**src/rtl/mem_request_driver.sv**
```systemverilog
// -----------------------------------------------------------------------------
// mem_request_driver
//
// Loadable request sequencer for memory-hierarchy test setups. A table of
// DEPTH read/write requests is written while idle. A start pulse then issues
// entries 0..num_req-1 one at a time over a valid/ack handshake. Read data,
// page faults and timeouts are recorded for the bench or self-test to inspect.
//
// Handshake: req_valid rises with req_* already valid and both stay stable
// until the driver sees req_ack=1 in a WAIT cycle (rsp_fault qualifies that
// ack) or until the wait counter expires. req_valid then drops for at least
// one cycle before the next request is presented. An ack seen while idle or
// in ISSUE is ignored.
//
// Ports
//   clk, rst_n       clock, asynchronous active-low reset
//   load_*           table write port, honoured only in IDLE
//   start, num_req   begin a sequence of num_req (1..DEPTH) requests
//   req_*            request presented to the memory system
//   req_ack, rsp_*   completion, read data and page-fault flag
//   busy, done, err  sequence status (done is a single-cycle pulse)
//   cur_idx          index of the current/next request
//   last_rdata       data of the most recent successful read
//   fault_cnt        page faults seen in the current sequence
//   timeout_cnt      timeouts seen in the current sequence
//   o_dbg_state      FSM state, for checkers
// -----------------------------------------------------------------------------
module mem_request_driver #(
  parameter int ADDR_W        = 14,
  parameter int DATA_W        = 32,
  parameter int DEPTH         = 16,
  parameter int TIMEOUT       = 64,
  parameter int STOP_ON_FAULT = 0
) (
  input  logic                       clk,
  input  logic                       rst_n,
  input  logic                       load_en,
  input  logic [$clog2(DEPTH)-1:0]   load_idx,
  input  logic                       load_rw,
  input  logic [2:0]                 load_funct,
  input  logic [ADDR_W-1:0]          load_addr,
  input  logic [DATA_W-1:0]          load_wdata,
  input  logic                       start,
  input  logic [$clog2(DEPTH):0]     num_req,
  output logic                       req_valid,
  output logic                       req_rw,
  output logic [2:0]                 req_funct,
  output logic [ADDR_W-1:0]          req_addr,
  output logic [DATA_W-1:0]          req_wdata,
  input  logic                       req_ack,
  input  logic [DATA_W-1:0]          rsp_rdata,
  input  logic                       rsp_fault,
  output logic                       busy,
  output logic                       done,
  output logic                       err,
  output logic [$clog2(DEPTH):0]     cur_idx,
  output logic [DATA_W-1:0]          last_rdata,
  output logic [$clog2(DEPTH):0]     fault_cnt,
  output logic [$clog2(DEPTH):0]     timeout_cnt,
  output logic [1:0]                 o_dbg_state
);

  localparam int IDX_W = $clog2(DEPTH);
  localparam int CNT_W = IDX_W + 1;
  localparam int WC_W  = $clog2(TIMEOUT);
  localparam int ENT_W = 4 + ADDR_W + DATA_W;
  localparam bit STOP  = (STOP_ON_FAULT != 0);

  typedef enum logic [1:0] {
    S_IDLE  = 2'd0,
    S_ISSUE = 2'd1,
    S_WAIT  = 2'd2,
    S_FIN   = 2'd3
  } state_t;

  state_t             r_state;
  logic [ENT_W-1:0]   r_tab [DEPTH];
  logic [ENT_W-1:0]   r_req_entry;
  logic               r_req_valid;
  logic               r_busy;
  logic               r_done;
  logic               r_err;
  logic [CNT_W-1:0]   r_cur_idx;
  logic [CNT_W-1:0]   r_num_req;
  logic [CNT_W-1:0]   r_fault_cnt;
  logic [CNT_W-1:0]   r_timeout_cnt;
  logic [DATA_W-1:0]  r_last_rdata;
  logic [WC_W-1:0]    r_wait_cnt;

  logic [ENT_W-1:0]   w_load_entry;
  logic [ENT_W-1:0]   w_first_entry;
  logic [ENT_W-1:0]   w_cur_entry;
  logic               w_load_ok;
  logic               w_num_ok;
  logic               w_in_wait;
  logic               w_ack_ok;
  logic               w_ack_fault;
  logic               w_timeout;
  logic               w_stop;
  logic               w_advance;
  logic               w_last;

  assign w_load_entry = {load_rw, load_funct, load_addr, load_wdata};
  assign w_load_ok    = load_en && (r_state == S_IDLE);

  // Entry 0 is captured on the start edge itself, so a load of entry 0 in the
  // same cycle is forwarded rather than read from the not-yet-written table.
  assign w_first_entry = (w_load_ok && (load_idx == '0)) ? w_load_entry : r_tab[0];
  assign w_cur_entry   = r_tab[r_cur_idx[IDX_W-1:0]];

  assign w_num_ok    = (num_req != '0) && (num_req <= CNT_W'(DEPTH));
  assign w_in_wait   = (r_state == S_WAIT);
  assign w_ack_ok    = w_in_wait && req_ack && !rsp_fault;
  assign w_ack_fault = w_in_wait && req_ack && rsp_fault;
  assign w_timeout   = w_in_wait && !req_ack && (r_wait_cnt == WC_W'(TIMEOUT - 1));
  assign w_stop      = w_ack_fault && STOP;
  assign w_advance   = w_ack_ok || (w_ack_fault && !STOP) || w_timeout;
  assign w_last      = ((r_cur_idx + CNT_W'(1)) == r_num_req);

  // Request table: no reset, an entry is undefined until loaded.
  always_ff @(posedge clk) begin
    if (w_load_ok) begin
      r_tab[load_idx] <= w_load_entry;
    end
  end

  always_ff @(posedge clk or negedge rst_n) begin
    if (!rst_n) begin
      r_state       <= S_IDLE;
      r_req_entry   <= '0;
      r_req_valid   <= 1'b0;
      r_busy        <= 1'b0;
      r_done        <= 1'b0;
      r_err         <= 1'b0;
      r_cur_idx     <= '0;
      r_num_req     <= '0;
      r_fault_cnt   <= '0;
      r_timeout_cnt <= '0;
      r_last_rdata  <= '0;
      r_wait_cnt    <= '0;
    end else begin
      r_done <= 1'b0;
      case (r_state)
        S_IDLE: begin
          if (start) begin
            r_cur_idx     <= '0;
            r_fault_cnt   <= '0;
            r_timeout_cnt <= '0;
            r_num_req     <= num_req;
            if (w_num_ok) begin
              r_err       <= 1'b0;
              r_busy      <= 1'b1;
              r_req_valid <= 1'b1;
              r_req_entry <= w_first_entry;
              r_state     <= S_ISSUE;
            end else begin
              r_err   <= 1'b1;
              r_done  <= 1'b1;
              r_state <= S_FIN;
            end
          end
        end

        S_ISSUE: begin
          r_req_valid <= 1'b1;
          r_req_entry <= w_cur_entry;
          r_wait_cnt  <= '0;
          r_state     <= S_WAIT;
        end

        S_WAIT: begin
          if (w_ack_ok && !r_req_entry[ENT_W-1]) begin
            r_last_rdata <= rsp_rdata;
          end
          if (w_ack_fault && (r_fault_cnt != '1)) begin
            r_fault_cnt <= r_fault_cnt + CNT_W'(1);
          end
          if (w_timeout && (r_timeout_cnt != '1)) begin
            r_timeout_cnt <= r_timeout_cnt + CNT_W'(1);
          end
          if (w_timeout || w_stop) begin
            r_err <= 1'b1;
          end

          if (w_advance) begin
            // Dropping valid here produces the bubble before the next request.
            r_req_valid <= 1'b0;
            r_cur_idx   <= r_cur_idx + CNT_W'(1);
            if (w_last) begin
              r_busy  <= 1'b0;
              r_done  <= 1'b1;
              r_state <= S_FIN;
            end else begin
              r_state <= S_ISSUE;
            end
          end else if (w_stop) begin
            // Halt on the faulting entry; cur_idx keeps pointing at it.
            r_req_valid <= 1'b0;
            r_busy      <= 1'b0;
            r_done      <= 1'b1;
            r_state     <= S_FIN;
          end else begin
            r_wait_cnt <= r_wait_cnt + WC_W'(1);
          end
        end

        S_FIN: begin
          r_state <= S_IDLE;
        end

        default: begin
          r_state <= S_IDLE;
        end
      endcase
    end
  end

  assign req_valid   = r_req_valid;
  assign {req_rw, req_funct, req_addr, req_wdata} = r_req_entry;
  assign busy        = r_busy;
  assign done        = r_done;
  assign err         = r_err;
  assign cur_idx     = r_cur_idx;
  assign last_rdata  = r_last_rdata;
  assign fault_cnt   = r_fault_cnt;
  assign timeout_cnt = r_timeout_cnt;
  assign o_dbg_state = r_state;

endmodule

```
**config.mk**
```make
export PLATFORM = sky130hd
export DESIGN_NAME = mem_request_driver
export DESIGN_NICKNAME = d
export VERILOG_FILES = /design/src/rtl/mem_request_driver.sv
export SDC_FILE = /design/constraint.sdc
export NUM_CORES = 1
export LEC_CHECK = 0
export ABC_AREA = 1
export BUFFER_PORTS_ARGS = -buffer_cell sky130_fd_sc_hd__clkbuf_2
export CAP_MARGIN = 20
export CORE_ASPECT_RATIO = 0.6
export CORE_MARGIN = 2
export CORE_UTILIZATION = 35
export CTS_BUF_LIST = sky130_fd_sc_hd__clkbuf_8 sky130_fd_sc_hd__clkbuf_16
export DETAILED_ROUTE_END_ITERATION = 6
export PLACE_DENSITY = 0.52
export SYNTH_ARGS = -nofsm -noshare
export SYNTH_HDL_FRONTEND = slang
export SYNTH_SLANG_ARGS = --single-unit
export TNS_END_PERCENT = 1
```
**constraint.sdc**
```tcl
create_clock -name clk -period 4.3 [get_ports clk]
set_clock_uncertainty 0.1 [all_clocks]
set_input_delay 0.86 -clock clk [delete_from_list [all_inputs] [get_ports clk]]
set_output_delay 0.86 -clock clk [all_outputs]
set_load 0.01 [all_outputs]
```
# Yosys cells after proc, flatten, opt, wreduce, memory -nomap -nowiden
# Memory sizes are Yosys's and may differ from the RTL's.
# Index checks and enable logic that the tools add are counted.
# totals
in_bits	97
wordCells	102
memories	1
output_inout_bits	103
ff_bits	114
ram_bits	800
# memory_table
memory	depth	word_bits	read_ports	rd_ports_with_merged_regs	wr	line_no	rtl
r_tab	16	50	2	0	1	77	logic [ENT_W-1:0] r_tab [DEPTH];
# op_classes
addsub	4
n_eq_ne	15
muxes	35
magnitude_cmp	1
reduce_logical	34
# ops
op	n
$mux W50	3
$pmux W50 S2	1
$pmux W5 S2	3
$mux W5	4
$add A5 B1 Y5 const B	3
$reduce_and A3 Y1	5
$mux W1	13
$pmux W6 S2	1
$logic_and A1 B1 Y1	11
$ne A2 B1 Y1 const B	5
$ne A5 B5 Y1 const B	2
$mux W2	4
$pmux W2 S4	1
$reduce_and A2 Y1	4
$add A6 B1 Y6 const B	1
$eq A6 B6 Y1 const B	1
$mux W6	1
$ne A2 B2 Y1 const B	3
$pmux W1 S2	3
$reduce_bool A2 Y1	3
$eq A5 B5 Y1	1
$le A5 B5 Y1 const B	1
$reduce_and A5 Y1	1
$reduce_bool A5 Y1	1
other kinds (9)	13

# Longest topological paths before layout
# Gate-level depths: netlist of run 1.
# depth
ltp_word	7
depth_mapped	12
mapped_depth_nobuf	11

# Least setup slack after synthesis of run 1
# OpenSTA, ideal clock, no wires.
# synth_timing
kind	input-to-reg
start	input port load_en
end	memory r_tab[10][0] (netlist bit) (enable)
path_stages	4
n_path_buf	0
setup_time_ps	458
slack_ps	447
t_required_ps	3742
t_arrival_ps	3295
cell_sequence	inv_1 -> nor2_4 -> nand3_1 -> nor2_1
# synth_via
elab_chain_len	3
# synth_rtl
element	line_no	rtl
start: declaration	37	input logic load_en,
$logic_and A1 B1 Y1	104	assign w_load_ok = load_en && (r_state == S_IDLE);
$mux W1	122	if (w_load_ok) begin
$mux W1 (not written as such)	123	r_tab[load_idx] <= w_load_entry;
end: declaration	77	
# Every way passes these cells.

# Worst setup path after layout of run 1
# layout_timing
start	register r_cur_idx[3], in the netlist cur_idx[3]
end	output port cur_idx[3]
# layout_lines
element	line_no	rtl
start: declaration	83	logic [CNT_W-1:0] r_cur_idx;
start signal: assignment	188	r_cur_idx <= r_cur_idx + CNT_W'(1);
end: declaration	56	output logic [$clog2(DEPTH):0] cur_idx,
# No word-level cell between the ends.

==> results by group, run 1 <==
Setup path
  – Crit-path slowest cell: buf_4
  – R2r worst-path depth: 6
  – Largest stage delay on the critical path: 0.70 ns
  – FF-to-FF Start: o_dbg_state[0]
  – Largest delay share family, worst path: buffers and inverters
  – Critical path arrival: 2.25 ns
  – Startpoint type of the worst setup path: flip-flop
  – CP required: 3.34 ns
  – Critical setup path kind: reg -> out
  – CP cell instances: buf_4, clkbuf_2
  – Type of destination of the critical path: primary output
  – Crit Path Max Fanout: 43
  – RR Endpoint: r_tab[3][22]
  – Crit path depth: 2
  – Worst Setup SP: cur_idx[3]
  – Critical Path Sink: cur_idx[3]
  – Reg2Reg Setup Slack: 1.52 ns
  – Buf/Inv on CP: 2

Power
  – Power per cell area: 556 nW/µm²
  – LEAKAGE: 0.0192 µW
  – Worst VDD drop: 0.000405 V

CTS
  – Root buf cell: clkbuf_16
  – Inserted Clock Buffers: 87
  – Clock Pin Slew Worst Setup and Hold Paths: 0.06 ns
  – Clock latency on the worst-skew pair: 0.69 ns
  – CTS Hold Bufs: 0
  – # H-tree levels: 3
  – CTS tree: done
  – Setup bufs post-CTS: 0
  – CTS resizes: 0
  – Max Root-Sink Buffers: 3
  – Clk sink count: 914

Cells and area
  – Layout cells sized above 1: 0.102
  – Nets: 4173
  – Fin area: 45100 µm²
  – Area grow syn2layout: 14.0%
  – Multi-input logic area: 9980 µm²
  – Register area: 26900 µm²
  – Fillers: 10900

Die
  – IO Pins: 200
  – Initial core utilization: 0.353
  – Die W: 438 µm
  – Row count: 95
  – Vert. Die Dim: 265 µm
  – Core area: 112000 µm²
  – Die ar.: 116000 µm²

Run
  – Max cap viols: 0

Detailed routing
  – Drt pass-1 iters: 7
  – Vias: 26700
  – Vias per inst: 4.73
  – Drc violations: 0
  – Avg WL per Cell: 19.5 µm
  – Post-route ant nets: 0
  – 1st-iter DRT viols: 2327
  – Routed wire length: 110000 µm

Timing
  – Slew HR: 0.312
  – Fmax: 0.312 GHz
  – Unrepaired setup endpoints after global routing: no
  – Setup_tns: 0 ns
  – Period utilization: 0.746
  – Worst-margin pin slew: 1.03 ns
  – Final setup violation count: 0
  – Hold WS: 0.110 ns
  – Max Slew Vio Count: 0
  – Post-layout min period: 3.21 ns
  – Hold Fails Final Rpt: 0

Placement
  – Final HPWL DP: 60600 µm
  – GP Congestion: 0.773
  – IO Port Bufs: 199
  – Cell Area, Placed: 42300 µm²

GRT
  – Antenna violations before repair: 5
  – Remaining Overflow, GRT: 0
  – Global-route wire length before repair: 168000 µm
  – Largest net degree at the start of global routing: 193
  – Vias in the first global route: 25500
  – GR Util All Layers: 0.189

Logic synthesis
  – Post-Synthesis Net Count: 4027
  – Avg Inst Size Synth: 10.1 µm²
  – Post-synth cell types: 32
  – Commonest cells post-synth: 1378 x nand2_1, 800 x edfxtp_1, 573 x nand3_1, 498 x inv_1, 188 x nor2_1
  – Mapped Area: 39600 µm²
  – Largest cells by area after synthesis: edfxtp_1 61%, nand2_1 13%, nand3_1 7.2%
  – Post-synthesis register bit count: 914
  – Cell with the most instances after synthesis: nand2_1
  – Sequential area share after synthesis: 0.679
  – Cell taking the most area after synthesis: edfxtp_1
  – Post-synth top flop: edfxtp_1
  – Asr flop ratio synth: 0.125
  – Area fraction of the dominant cell type after synthesis: 0.607
  – Ys Warns: 0
  – Post-synth EDFFs: 800
  – Post-Synthesis Cells: 3924

Outcome
  – Status: complete, no violations

Worst hold path
  – Worst hold path class: in -> async
registers in the layout (all words and copies together), names as in the netlist:
signal / flops
r_tab: 800
r_req_entry: 50
last_rdata: 32
r_wait_cnt: 6
cur_idx: 5
fault_cnt: 5
r_num_req: 5
timeout_cnt: 5
o_dbg_state: 2
busy: 1
done: 1
err: 1
req_valid: 1
metrics by stage:
stage               total power, µW  worst slack, ns   util  std cells
floorplan                     15200            0.447      -       3924
global placement              17600             1.18  0.378       5483
detailed placement            17600             1.15  0.378       5483
CTS                           25400            0.973  0.402       5645
global route                  26500            0.995  0.403       5648
finish                        25100             1.09  0.403       5648
layout by cell type, fill, tap and decap left out, drive strengths merged, types with 2 or more instances in the layout:
master,n
edfxtp,800
nand3b,3
mux2,32
inv,535
a21oi,11
o21ai,90
nand3,573
xor2,3
nor3,2
ha,6
nand4,4
buf,62
bufinv,8
clkbuf,288
nand2,1380
dfrtp,114
diode,2
clkinv,34
nor2,191
cell type report:
type / count / share of cell area
tap: 1503 / 0.0417
clock inverter: 72 / 0.0128
multi-input combinational: 2301 / 0.221
sequential: 914 / 0.596
timing repair buffer: 260 / 0.0368
antenna: 2 / 0.000111
inverter: 506 / 0.0426
clock buffer: 90 / 0.0491
where the power goes:
group          internal (µW)  leakage, µW  switching (µW)
registers              10300      0.00860             479
clock network           4240      0.00148            3490
logic                   2050      0.00911            4530
per-layer routing:
metal  GRT usage  share of wire  vias up
li1            -              -    13000
met2       0.284           0.44      649
met5           0        0.00021        -
met4      0.0389          0.015        4
met1       0.290           0.49    12900
met3      0.0276          0.050      123
worst min path at each step:
stage | slack (ns) | end | cells after the start
4_1_cts | 0.14 | timeout_cnt[1] | 1
5_1_grt | 0.18 | timeout_cnt[1] | 1
2_1_floorplan | 0.35 | r_num_req[1] | 2
3_5_place_dp | 0.37 | r_req_entry[35] | 2
3_3_place_gp | 0.37 | r_req_entry[35] | 2
6_report | 0.11 | timeout_cnt[1] | 1
kinds of logic after synthesis:
kind of cell,count (synthesis),share of synthesized area
AO/OA/AOI/OAI,104,0.0133
XOR/XNOR,3,0.000664
multiplexers,33,0.00935
adder cells (fa/ha/maj),6,0.00190
AND/OR/NAND/NOR,2155,0.224
flip-flops,914,0.679
buffers and inverters,709,0.0724
Power figures use the tool's default switching activity.
==> inputs of run 2 (changes only) <==
Settings changed: ABC_AREA 1 to 0, PLACE_DENSITY 0.52 to 0.54.
Clock period 4.3 ns to 2.7 ns, I/O delays scaled along.
==> results by group, run 2 <==
Setup path
  – R2r worst-path depth: 6 (unchanged)
  – Startpoint type of the worst setup path: flip-flop (unchanged)
  – CP cell instances: ha_1, and3_1, ha_1, or4_1, or3_1, a21oi_1 (was buf_4, clkbuf_2)
  – RR Endpoint: timeout_cnt[3] (was r_tab[3][22])
  – FF-to-FF Start: timeout_cnt[0] (was o_dbg_state[0])
  – CP required: 3.18 ns (was 3.34 ns)
  – Crit Path Max Fanout: 8 (was 43)
  – Critical setup path kind: reg -> reg (was reg -> out)
  – Most common cell on crit path: ha_1
  – Largest stage delay on the critical path: 0.64 ns (was 0.70 ns)
  – Type of destination of the critical path: flip-flop (was primary output)
  – Crit-path slowest cell: or4_1 (was buf_4)
  – Critical path arrival: 2.87 ns (was 2.25 ns)
  – Reg2Reg Setup Slack: 0.31 ns (was 1.52 ns)

Timing
  – Unrepaired setup endpoints after global routing: no (unchanged)
  – Fmax: 0.419 GHz
  – Setup_tns: 0 ns (unchanged)
  – Final WS setup: 0.314 ns (was 1.09 ns)
  – Worst-margin pin slew: 0.652 ns (was 1.03 ns)
  – Post-layout min period: 2.39 ns
  – Final setup violation count: 0 (unchanged)
  – Hold Fails Final Rpt: 0 (unchanged)
  – Period utilization: 0.884
  – Slew HR: 0.565 (was 0.312)
  – Max Slew Vio Count: 0 (unchanged)

Placement
  – Final HPWL DP: 51300 µm (was 60600 µm)
  – IO Port Bufs: 199 (unchanged)
  – GP Congestion: 0.765 (was 0.773)
  – DP Worst Slack: 0.102 ns (was 1.15 ns)
  – # placed instances: 3359 (was 5483)

Cells and area
  – Largest register FFs: 800 (unchanged)
  – Final core utilization: 0.421 (was 0.403)
  – Fillers: 8967 (was 10900)
  – Largest reg by FF count: r_tab (unchanged)
  – Layout cells sized above 1: 0.304 (was 0.102)
  – Most frequent cells in the layout: 800 x edfxtp_1, 198 x clkbuf_2, 150 x mux4_2 (was 1377 x nand2_1, 800 x edfxtp_1, 573 x nand3_1)
  – Nets: 2240 (was 4173)
  – Commonest non-fill, non-tap cell in the layout: edfxtp_1 (was nand2_1)
  – Area grow syn2layout: 19.4% (was 14.0%)
  – Non-Filler Instances: 3561 (was 5648)

CTS
  – Clk sink count: 914 (unchanged)
  – Max Root-Sink Buffers: 3 (unchanged)
  – CTS resizes: 0 (unchanged)
  – Clock latency on the worst-skew pair: 0.67 ns (was 0.69 ns)
  – # H-tree levels: 3 (unchanged)
  – Inserted Clock Buffers: 86 (was 87)
  – Root buf cell: clkbuf_16 (unchanged)
  – Clock Pin Slew Worst Setup and Hold Paths: 0.06 ns (about the same)
  – CTS tree: done (unchanged)

Die
  – Die W: 419 µm (was 438 µm)
  – Core area: 102000 µm² (was 112000 µm²)
  – Vert. Die Dim: 253 µm (was 265 µm)
  – Initial core utilization: 0.352 (was 0.353)
  – Die ar.: 106000 µm² (was 116000 µm²)
  – Row count: 91 (was 95)
  – IO Pins: 200 (unchanged)

Logic synthesis
  – Mapped Area: 36100 µm² (was 39600 µm²)
  – Asr flop ratio synth: 0.125 (unchanged)
  – Post-synth cell types: 49 (was 32)
  – Post-synth top flop: edfxtp_1 (unchanged)
  – Sequential area share after synthesis: 0.745 (was 0.679)
  – Commonest cells post-synth: 800 x edfxtp_1, 150 x mux4_2, 140 x mux2i_1, 114 x dfrtp_1, 79 x mux2_1 (was 1378 x nand2_1, 800 x edfxtp_1, 573 x nand3_1, 498 x inv_1, 188 x nor2_1)
  – Post-synth EDFFs: 800 (unchanged)
  – Area fraction of the dominant cell type after synthesis: 0.666 (was 0.607)
  – Largest cells by area after synthesis: edfxtp_1 67%, mux4_2 9.4%, dfrtp_1 7.9% (was edfxtp_1 61%, nand2_1 13%, nand3_1 7.2%)
  – Post-synthesis register bit count: 914 (unchanged)
  – Cell with the most instances after synthesis: edfxtp_1 (was nand2_1)
  – Post-Synthesis Net Count: 1928 (was 4027)
  – Avg Inst Size Synth: 19.8 µm² (was 10.1 µm²)
  – Cell taking the most area after synthesis: edfxtp_1 (unchanged)
  – Post-Synthesis Cells: 1825 (was 3924)
  – Ys Warns: 0 (unchanged)

Detailed routing
  – Post-route ant nets: 0 (unchanged)
  – Routed wire length: 90000 µm (was 110000 µm)
  – Drc violations: 0 (unchanged)
  – Vias per inst: 5.29 (was 4.73)
  – 1st-iter DRT viols: 1676 (was 2327)
  – Vias: 18800 (was 26700)
  – Avg WL per Cell: 25.3 µm (was 19.5 µm)
  – Drt pass-1 iters: 5 (was 7)

Worst hold path
  – Hold Path Cell Cnt: 3
  – Worst hold path class: in -> reg (was in -> async)
  – WHS Endpoint: o_dbg_state[1]
  – Hold Crit Start: start

Power
  – Power per cell area: 933 nW/µm² (was 556 nW/µm²)
  – LEAKAGE: 0.0144 µW (was 0.0192 µW)
  – Worst VDD drop: 0.000519 V (was 0.000405 V)

GRT
  – Vias in the first global route: 19200 (was 25500)
  – Remaining Overflow, GRT: 0 (unchanged)
  – Global-route wire length before repair: 132000 µm (was 168000 µm)
  – GR Util All Layers: 0.170 (was 0.189)
  – Antenna violations before repair: 1 (was 5)
  – Largest net degree at the start of global routing: 55 (was 193)

Outcome
  – Status: complete, no violations (unchanged)

Run
  – Max cap viols: 0 (unchanged)
[run 2: worst max path at each step]
| stage | start | endpoint | slack (ns) | cells after the start |
|---|---|---|---|---|
| 3_5_place_dp | load_idx[1] | r_req_entry[12] | 0.10 | 8 |
| 2_1_floorplan | o_dbg_state[1] | r_tab[14][0] | -0.19 | 4 |
| 5_1_grt | cur_idx[0] | r_req_entry[4] | 0.19 | 6 |
| 4_1_cts | cur_idx[3] | cur_idx[3] | 0.24 | 1 |
| 3_3_place_gp | load_idx[1] | r_req_entry[46] | 0.05 | 8 |
| 6_report | timeout_cnt[0] | timeout_cnt[3] | 0.31 | 6 |
[run 2: cells by family after synthesis]
group                    Yosys count  share of synthesized area
XOR/XNOR                          17                    0.00413
AND/OR/NAND/NOR                  212                     0.0303
flip-flops                       914                      0.745
adder cells (fa/ha/maj)            6                    0.00208
AO/OA/AOI/OAI                    180                     0.0414
multiplexers                     384                      0.162
buffers and inverters            112                     0.0156
[run 2: what timing repair did]
item | in CTS | in global routing
buffers inserted | 0 | 0
setup endpoints to repair | 0 | 0
hold buffers | 38 | 0
hold endpoints to repair | 73 | 0
[run 2: cell type report]
cell class / instances / area (µm²) / area share
clock inverter: 61 / 639 / 0.0148
multi-input combinational: 799 / 8820 / 0.205
timing repair buffer: 332 / 2660 / 0.0617
sequential: 914 / 26900 / 0.624
tap: 1348 / 1690 / 0.0391
antenna: 3 / 7.51 / 0.000174
inverter: 4 / 15.0 / 0.000348
clock buffer: 100 / 2380 / 0.0552
[run 2: critical path, delay by kind of cell (launching register included)]
family	cells	cell delay [ns]
and+or+nand+nor	3	1.22
AOI/OAI and AO/OA	1	0.14
DFF	1	0.43
adders and majority gates	2	0.43
[run 2: power by group]
group	switching (µW)	total [µW]	internal (µW)
Clock	5350	12800	7470
Sequential	825	17200	16300
Combinational	5370	10200	4880
Total	11500	40200	28700
[run 2: layer usage]
metal  up-vias  track usage  share of wire
met5         -            0              0
met4         0       0.0406          0.018
met3       102       0.0291          0.053
met2       494        0.257           0.46
met1     10100        0.256           0.47
li1       8144            -              -
[run 2: per-stage QoR]
stage	hold slack [ns]	total power [µW]	cell area, µm²
4_1_cts	0.0405	40800	43100
6_report	0.0903	40200	43100
3_5_place_dp	0.380	27800	39700
5_1_grt	0.0774	42000	43100
2_1_floorplan	0.144	24000	36200
3_3_place_gp	0.375	27700	39700
